===== config.mk =====
export PLATFORM = sky130hd
export DESIGN_NAME = parking_input_conditioner
export DESIGN_NICKNAME = d
export VERILOG_FILES = /design/src/rtl/parking_input_conditioner.sv
export SDC_FILE = /design/constraint.sdc
export NUM_CORES = 1
export LEC_CHECK = 0
export ABC_AREA = 1
export BUFFER_PORTS_ARGS = -buffer_cell sky130_fd_sc_hd__buf_2
export CORE_ASPECT_RATIO = 1.75
export CORE_MARGIN = 8
export CORE_UTILIZATION = 30
export CTS_CLUSTER_SIZE = 20
export DETAILED_ROUTE_END_ITERATION = 8
export SYNTH_ARGS = -nofsm -noshare
export SYNTH_HDL_FRONTEND = slang
export SYNTH_SLANG_ARGS = --single-unit

===== constraint.sdc =====
create_clock -name clk -period 2 [get_ports clk]
set_input_delay 0.1 -clock clk [delete_from_list [all_inputs] [get_ports clk]]
set_output_delay 0.1 -clock clk [all_outputs]
set_load 0.005 [all_outputs]

===== src/rtl/parking_input_conditioner.sv =====
// Operator-input front end: 2-flop sync + debounce for pow/pay/swt, key pulses, slot event FIFO.
// Define DEBOUNCE_BYPASS_EN to drop the debounce counters (stable = synchronised input).
module parking_input_conditioner #(
  parameter int DEBOUNCE_CYCLES = 4,
  parameter int CNT_W           = 18,
  parameter int FIFO_DEPTH      = 4
) (
  input  logic       clk,
  input  logic       rst,
  input  logic       pow_in,
  input  logic       pay_in,
  input  logic [7:0] swt_in,
  output logic       pow_pulse,
  output logic       pay_pulse,
  output logic [7:0] swt_stable,
  output logic       evt_valid,
  input  logic       evt_ready,
  output logic [2:0] evt_slot,
  output logic       evt_arrive,
  output logic       evt_lost
);
  localparam int NCH = 10;
  localparam int AW  = $clog2(FIFO_DEPTH);

  // channel map: [0]=pow, [1]=pay, [9:2]=swt
  logic [NCH-1:0] raw, sync1_q, sync2_q, stable_q, stable_d;
  assign raw = {swt_in, pay_in, pow_in};

  always_ff @(posedge clk) begin
    if (rst) begin
      sync1_q  <= '0;
      sync2_q  <= '0;
      stable_q <= '0;
    end else begin
      sync1_q  <= raw;
      sync2_q  <= sync1_q;
      stable_q <= stable_d;
    end
  end

`ifdef DEBOUNCE_BYPASS_EN
  assign stable_d = sync2_q;
`else
  logic [NCH-1:0][CNT_W-1:0] cnt_q, cnt_d;

  always_comb begin
    cnt_d    = cnt_q;
    stable_d = stable_q;
    for (int c = 0; c < NCH; c++) begin
      if (sync2_q[c] == stable_q[c]) begin
        cnt_d[c] = '0;
      end else if (cnt_q[c] == CNT_W'(DEBOUNCE_CYCLES - 1)) begin
        stable_d[c] = sync2_q[c];
        cnt_d[c]    = '0;
      end else begin
        cnt_d[c] = cnt_q[c] + 1'b1;
      end
    end
  end

  always_ff @(posedge clk) begin
    if (rst) cnt_q <= '0;
    else     cnt_q <= cnt_d;
  end
`endif

  // pulses register on the same edge the stable value rises
  logic pow_pulse_q, pow_pulse_d, pay_pulse_q, pay_pulse_d;
  assign pow_pulse_d = stable_d[0] & ~stable_q[0];
  assign pay_pulse_d = stable_d[1] & ~stable_q[1];

  // pending mask / push arbitration
  logic [7:0] swt_q, chg, pend_q, pend_d, push_mask;
  logic [2:0] push_slot;
  logic       push, pop, full, empty, lost_q, lost_d;

  assign swt_q = stable_q[9:2];
  assign chg   = stable_d[9:2] ^ stable_q[9:2];

  always_comb begin
    push_slot = '0;
    push_mask = '0;
    for (int i = 7; i >= 0; i--) begin
      if (pend_q[i]) push_slot = 3'(i);
    end
    push = (|pend_q) && (!full || pop);
    if (push) push_mask[push_slot] = 1'b1;
    // a same-cycle re-change of the pushed slot keeps it pending
    pend_d = (pend_q & ~push_mask) | chg;
    lost_d = lost_q | (|(chg & pend_q & ~push_mask));
  end

  // show-ahead FIFO, extra pointer bit distinguishes full from empty
  logic [AW:0] wr_q, wr_d, rd_q, rd_d;
  logic [3:0]  mem_q [FIFO_DEPTH];
  logic [3:0]  head;

  assign empty = (wr_q == rd_q);
  assign full  = (wr_q[AW] != rd_q[AW]) && (wr_q[AW-1:0] == rd_q[AW-1:0]);
  assign pop   = !empty && evt_ready;
  assign wr_d  = push ? wr_q + 1'b1 : wr_q;
  assign rd_d  = pop  ? rd_q + 1'b1 : rd_q;
  assign head  = mem_q[rd_q[AW-1:0]];

  always_ff @(posedge clk) begin
    if (push) mem_q[wr_q[AW-1:0]] <= {push_slot, swt_q[push_slot]};
  end

  always_ff @(posedge clk) begin
    if (rst) begin
      pow_pulse_q <= 1'b0;
      pay_pulse_q <= 1'b0;
      pend_q      <= '0;
      lost_q      <= 1'b0;
      wr_q        <= '0;
      rd_q        <= '0;
    end else begin
      pow_pulse_q <= pow_pulse_d;
      pay_pulse_q <= pay_pulse_d;
      pend_q      <= pend_d;
      lost_q      <= lost_d;
      wr_q        <= wr_d;
      rd_q        <= rd_d;
    end
  end

  assign pow_pulse  = pow_pulse_q;
  assign pay_pulse  = pay_pulse_q;
  assign swt_stable = swt_q;
  assign evt_valid  = !empty;
  assign evt_slot   = empty ? 3'd0 : head[3:1];
  assign evt_arrive = empty ? 1'b0 : head[0];
  assign evt_lost   = lost_q;
endmodule


Word level (Yosys, flattened, before mapping)
Memories as Yosys holds them, arrays and structs flattened. A register that Yosys moved wholly into a read port is not among the register bits.
Index checks and enable logic that the tools add are counted.
{"block": "word_totals", "reg_bits": 227, "ramBits": 16, "in_bits": 13, "out_inout_bits": 16, "wordCells": 126, "n_memories": 1}
{"block": "op_classes", "add_sub_neg": 12, "magnitude_cmp": 2, "eq_ne": 23, "muxes": 39, "bitwise_logic": 11, "reduce_logical": 19}
{"memory": "mem_q", "depth": 4, "width": 4, "rd": 1, "rd_ports_with_merged_regs": 1, "wr": 1, "line": "95", "source": "logic [3:0] mem_q [FIFO_DEPTH];"}
{"op": "$add 18x1->18 const B", "n": 10}
{"op": "$eq 18x2->1 const B", "n": 10}
{"op": "$reduce_or 3->1", "n": 10}
{"op": "$mux 3", "n": 9}
{"op": "$mux 1", "n": 25}
{"op": "$and 8x8->8", "n": 3}
{"op": "$reduce_or 8->1", "n": 2}
{"op": "$eq 1x1->1", "n": 10}
{"op": "$mux 8", "n": 1}
{"op": "$not 8->8", "n": 1}
{"op": "$or 8x8->8", "n": 1}
{"op": "$xor 8x8->8", "n": 1}
{"op": "$add 3x1->3 const B", "n": 2}
{"op": "$logic_and 1x1->1", "n": 4}
{"op": "$lt 3x4->1 const B", "n": 1}
{"op": "$mux 2", "n": 2}
{"op": "$bmux 1 s3", "n": 1}
{"op": "$demux 1 s3", "n": 1}
{"op": "$eq 3x3->1", "n": 1}
{"op": "$ge 3x1->1 const B", "n": 1}
{"op": "$and 1x1->1", "n": 2}
{"op": "$eq 2x2->1", "n": 1}
{"op": "$logic_not 1->1", "n": 2}
{"op": "$not 1->1", "n": 2}
{"op": "3 further kinds", "n": 3}

Longest topological paths before layout
{"block": "depth", "word_depth": 17, "mapped_depth": 13, "ltp_nobuf": 13}

Least setup slack after synthesis
OpenSTA, ideal clock, no wires.
{"block": "synth_timing", "path_type": "register to register", "startpoint": "reg cnt_q[90] (netlist bit)", "endpoint": "reg cnt_q[106] (netlist bit)", "setup_time_ps": 116, "arrival_ps": 1557, "required_time_ps": 1884, "path_slack_ps": 327, "path_stages_with_launch": 11, "n_path_buf": 0, "period_less_slack_ps": 1673, "path_cell_list": "dfxtp_1 -> ha_1 -> nand2_2 -> nor3_4 -> nand2_2 -> nor3_4 -> nand2_2 -> nor3_4 -> nand2_2 -> xor2_1 -> nor2_2"}
{"block": "synth_between", "elab_chain_cells": 2, "word_cells_on_any_way": 3, "cone_classes": "add/sub: 1; eq/ne: 1; reduce/logical: 1"}
{"item": "start: declaration", "line": "44", "source": "logic [NCH-1:0][CNT_W-1:0] cnt_q, cnt_d;"}
{"item": "start signal: assignment", "line": "63", "source": "else cnt_q <= cnt_d;"}
{"item": "parallel branches: the longest is 2 deep, another holds $add 18x1->18"}
Parallel ways; which one is timed is not known.
A chain may end at the register's enable or synchronous reset.

Worst setup path in the final report
{"block": "layout_timing", "startpoint": "reg wr_q[1]", "endpoint": "out evt_slot[2]"}
{"block": "layout_between", "elab_chain_cells": 2}
{"item": "start: declaration", "line": "94", "source": "logic [AW:0] wr_q, wr_d, rd_q, rd_d;"}
{"item": "start signal: assignment", "line": "122", "source": "wr_q <= wr_d;"}
{"item": "$eq 3x3->1", "line": "98", "source": "assign empty = (wr_q == rd_q);"}
{"item": "$mux 3", "line": "131", "source": "assign evt_slot = empty ? 3'd0 : head[3:1];"}
{"item": "end: declaration", "line": "18", "source": "output logic [2:0] evt_slot,"}
Every way passes these cells.

==> results_dict.tcl <==
set metrics [dict create \
    clock_latency_ps 540 \
    via_per_inst 4.65 \
    netlist.area_leader.share 0.410 \
    busiest_layer "met2" \
    dpl.hpwl_mm 18.2 \
    yosysTopAreaCell "dfxtp_1" \
    die-area_um2 43900 \
    critPathRequiredTime_ps 1900 \
    synthCells 1474 \
    syn2layout_area_growth_pct 17.4 \
    regToRegStartpoint "cnt_q[90]" \
    via_count 9445 \
    antenna_found_initial 0 \
    slew_headroom 0.676 \
    syn-cell-area_um2 11200 \
    yosysUniqueCellTypes 42 \
    reg2regPathDepth 10 \
    ant_nets 0 \
    first_pass_iters 4 \
    worst_setup_path_end_kind "output port" \
    final.period_utilization 0.904 \
    finalSetupViolCount 0 \
    grtUsageMet1 0.104 \
    cts_num_sinks 245 \
    track_usage 0.109 \
    preCtsSetupSlack_ps 84.7 \
    power.density_nw_per_um2 821 \
    ys_seq_elements 245 \
    cts_tree "built" \
    holdCritPathClass "in2reg" \
    final.min_clock_period_ps 1810 \
    yosysSeqAreaShare 0.453 \
    grt_pass1_wl_mm 41.0 \
    status "finished, final reports clean" \
    fin_skew_ps 36.0 \
    vdd_drop_max_mv 0.473 \
    die_y_um 271 \
    start_util 0.304 \
    drv_cap 0 \
    use_met2 0.218 \
    final_nets 1565 \
    die_w_um 162 \
    drt_wl_total_mm 24.0 \
    core_area_um2 36800 \
    p_leak_nw 4.73 \
    startpoint "wr_q[1]" \
    grt_max_degree 19 \
    portBuffers 28 \
    cts-root-buf "clkbuf_16" \
    cts_made_buffers 25 \
    drive_above_1_share 0.120 \
    critical_path_class "reg2out" \
    htree_levels 1 \
    syn_nets 1502 \
    clk_pin_slew_worst_paths_ps 60 \
    io_pins 29 \
    design_area_um2 13100 \
    hold_depth 4 \
    max_freq_mhz 553 \
    gp_congestion 0.835 \
    synth_area_leaders "dfxtp_1, nor2_1, inv_1" \
    yosysWarnings 0 \
    grt_util_met3 0.0153 \
    hp-start "swt_in[5]" \
    diodes 0 \
    cp-start-kind "flop" \
    overflow 0 \
    post_dp_cell_area_um2 11900 \
    drc_errors 0 \
    critPathMaxFanout 6 \
    fin_util 0.357 \
    hold_viol 0 \
    worstPathArrival_ps 1710 \
    row_count 93 \
    drv_slew 0 \
    grt_pass1_vias 9383 \
    clockBufferDepth 3 \
    worst_pin_slew_ps 482 \
    avgSynthCellArea_um2 7.58 \
    worst_slack_ps 191 \
    wire_per_inst_um 11.8 \
    power.total_mw 10.8 \
    drt-initial-drc-count 335 \
]
-- flip-flops by register name, indices dropped and copies added, names as in the netlist, named ones only --
name       flops
cnt_q        180
evt_lost       1
mem_q         16
pay_pulse      1
pend_q         8
pow_pulse      1
rd_q           3
stable_q      10
sync1_q       10
sync2_q       10
wr_q           3
-- path summary, 6_finish.rpt --
kind,endpoint,slack (ps)
worst min-delay path,sync1_q[7],290
worst min register to register,sync2_q[1],410
worst max register to register,cnt_q[106],190
worst max-delay path,evt_slot[2],190
-- area by class of cell --
cell class                      count  area (um^2)
Inverter                          217          815
Sequential cell                   245         5070
Clock inverter                     16          295
Clock buffer                       30          706
Fill cell                        3852        23700
Multi-Input combinational cell    986         5200
Timing Repair Buffer               62          440
Tap cell                          475          594
-- synth_stat cells (all sizes together) --
cell type / number
ha: 15
inv: 215
nor3: 95
nand3b: 7
o21ai: 29
or2: 16
xnor2: 11
clkinv: 2
edfxtp: 16
nor3b: 19
a31oi: 12
nand3: 97
o32ai: 4
a21oi: 105
o21bai: 9
o211ai: 5
nor2: 255
dfxtp: 229
a211oi: 5
clkbuf: 9
xor2: 31
o2111ai: 1
buf: 17
nand4: 34
nand2: 201
o21a: 19
nor4: 15
and3: 1
-- cells in the final DEF (no fill, tap or decap), types with 31 or more instances in the layout --
| cell type | instances |
|---|---|
| inv_1 | 204 |
| dfxtp_1 | 228 |
| nor2_1 | 220 |
| nand3_1 | 93 |
| nand4_1 | 32 |
| nand2_1 | 191 |
| xor2_1 | 31 |
| a21oi_1 | 104 |
| nor3_1 | 86 |
-- where the power goes --
part / internal, mW / total, mW / switching [mW]
combinational: 0.0915 / 0.218 / 0.127
clock: 3.56 / 5.57 / 2.01
sequential: 4.95 / 4.98 / 0.0256
-- metrics by stage --
step | setup TNS [ps] | cells | hold slack, ps
after floorplan | 0 | 1474 | 207
after global placement | 0 | 1971 | 305
after detailed placement | 0 | 1971 | 311
after CTS | 0 | 2030 | 274
after global routing | -12.6 | 2031 | 295
final | 0 | 2031 | 292
-- routing by layer --
metal,up-vias,share of wire
met5,-,0
met2,108,0.55
met4,0,0.039
li1,4936,-
met1,4352,0.39
met3,49,0.025
-- cell families (layout without fill, tap and decap cells) --
kind of cell	after synthesis	after routing	synth area share
compound gates	189	189	0.0970
buf+inv	243	325	0.0853
xor+xnor	42	42	0.0329
fa+ha+maj	15	15	0.0168
simple gates	740	740	0.315
flops	245	245	0.453
-- worst max-delay path, stage by stage (launching register included) --
cell and delay [ps]:
dfxtp_1 380, inv_1 110, nand2_1 70, nand2_1 50, nor2_2 150, nand2_2 130, nand2_1 120, inv_1 40
buf_2 120
-- timing repair --
action	4_1_cts	5_1_grt
gates resized for setup	0	15
setup buffers	0	1
hold buffers	13	0
setup endpoints to repair	0	16
hold endpoints to repair	13	0
(Power assumes the default switching activity.)
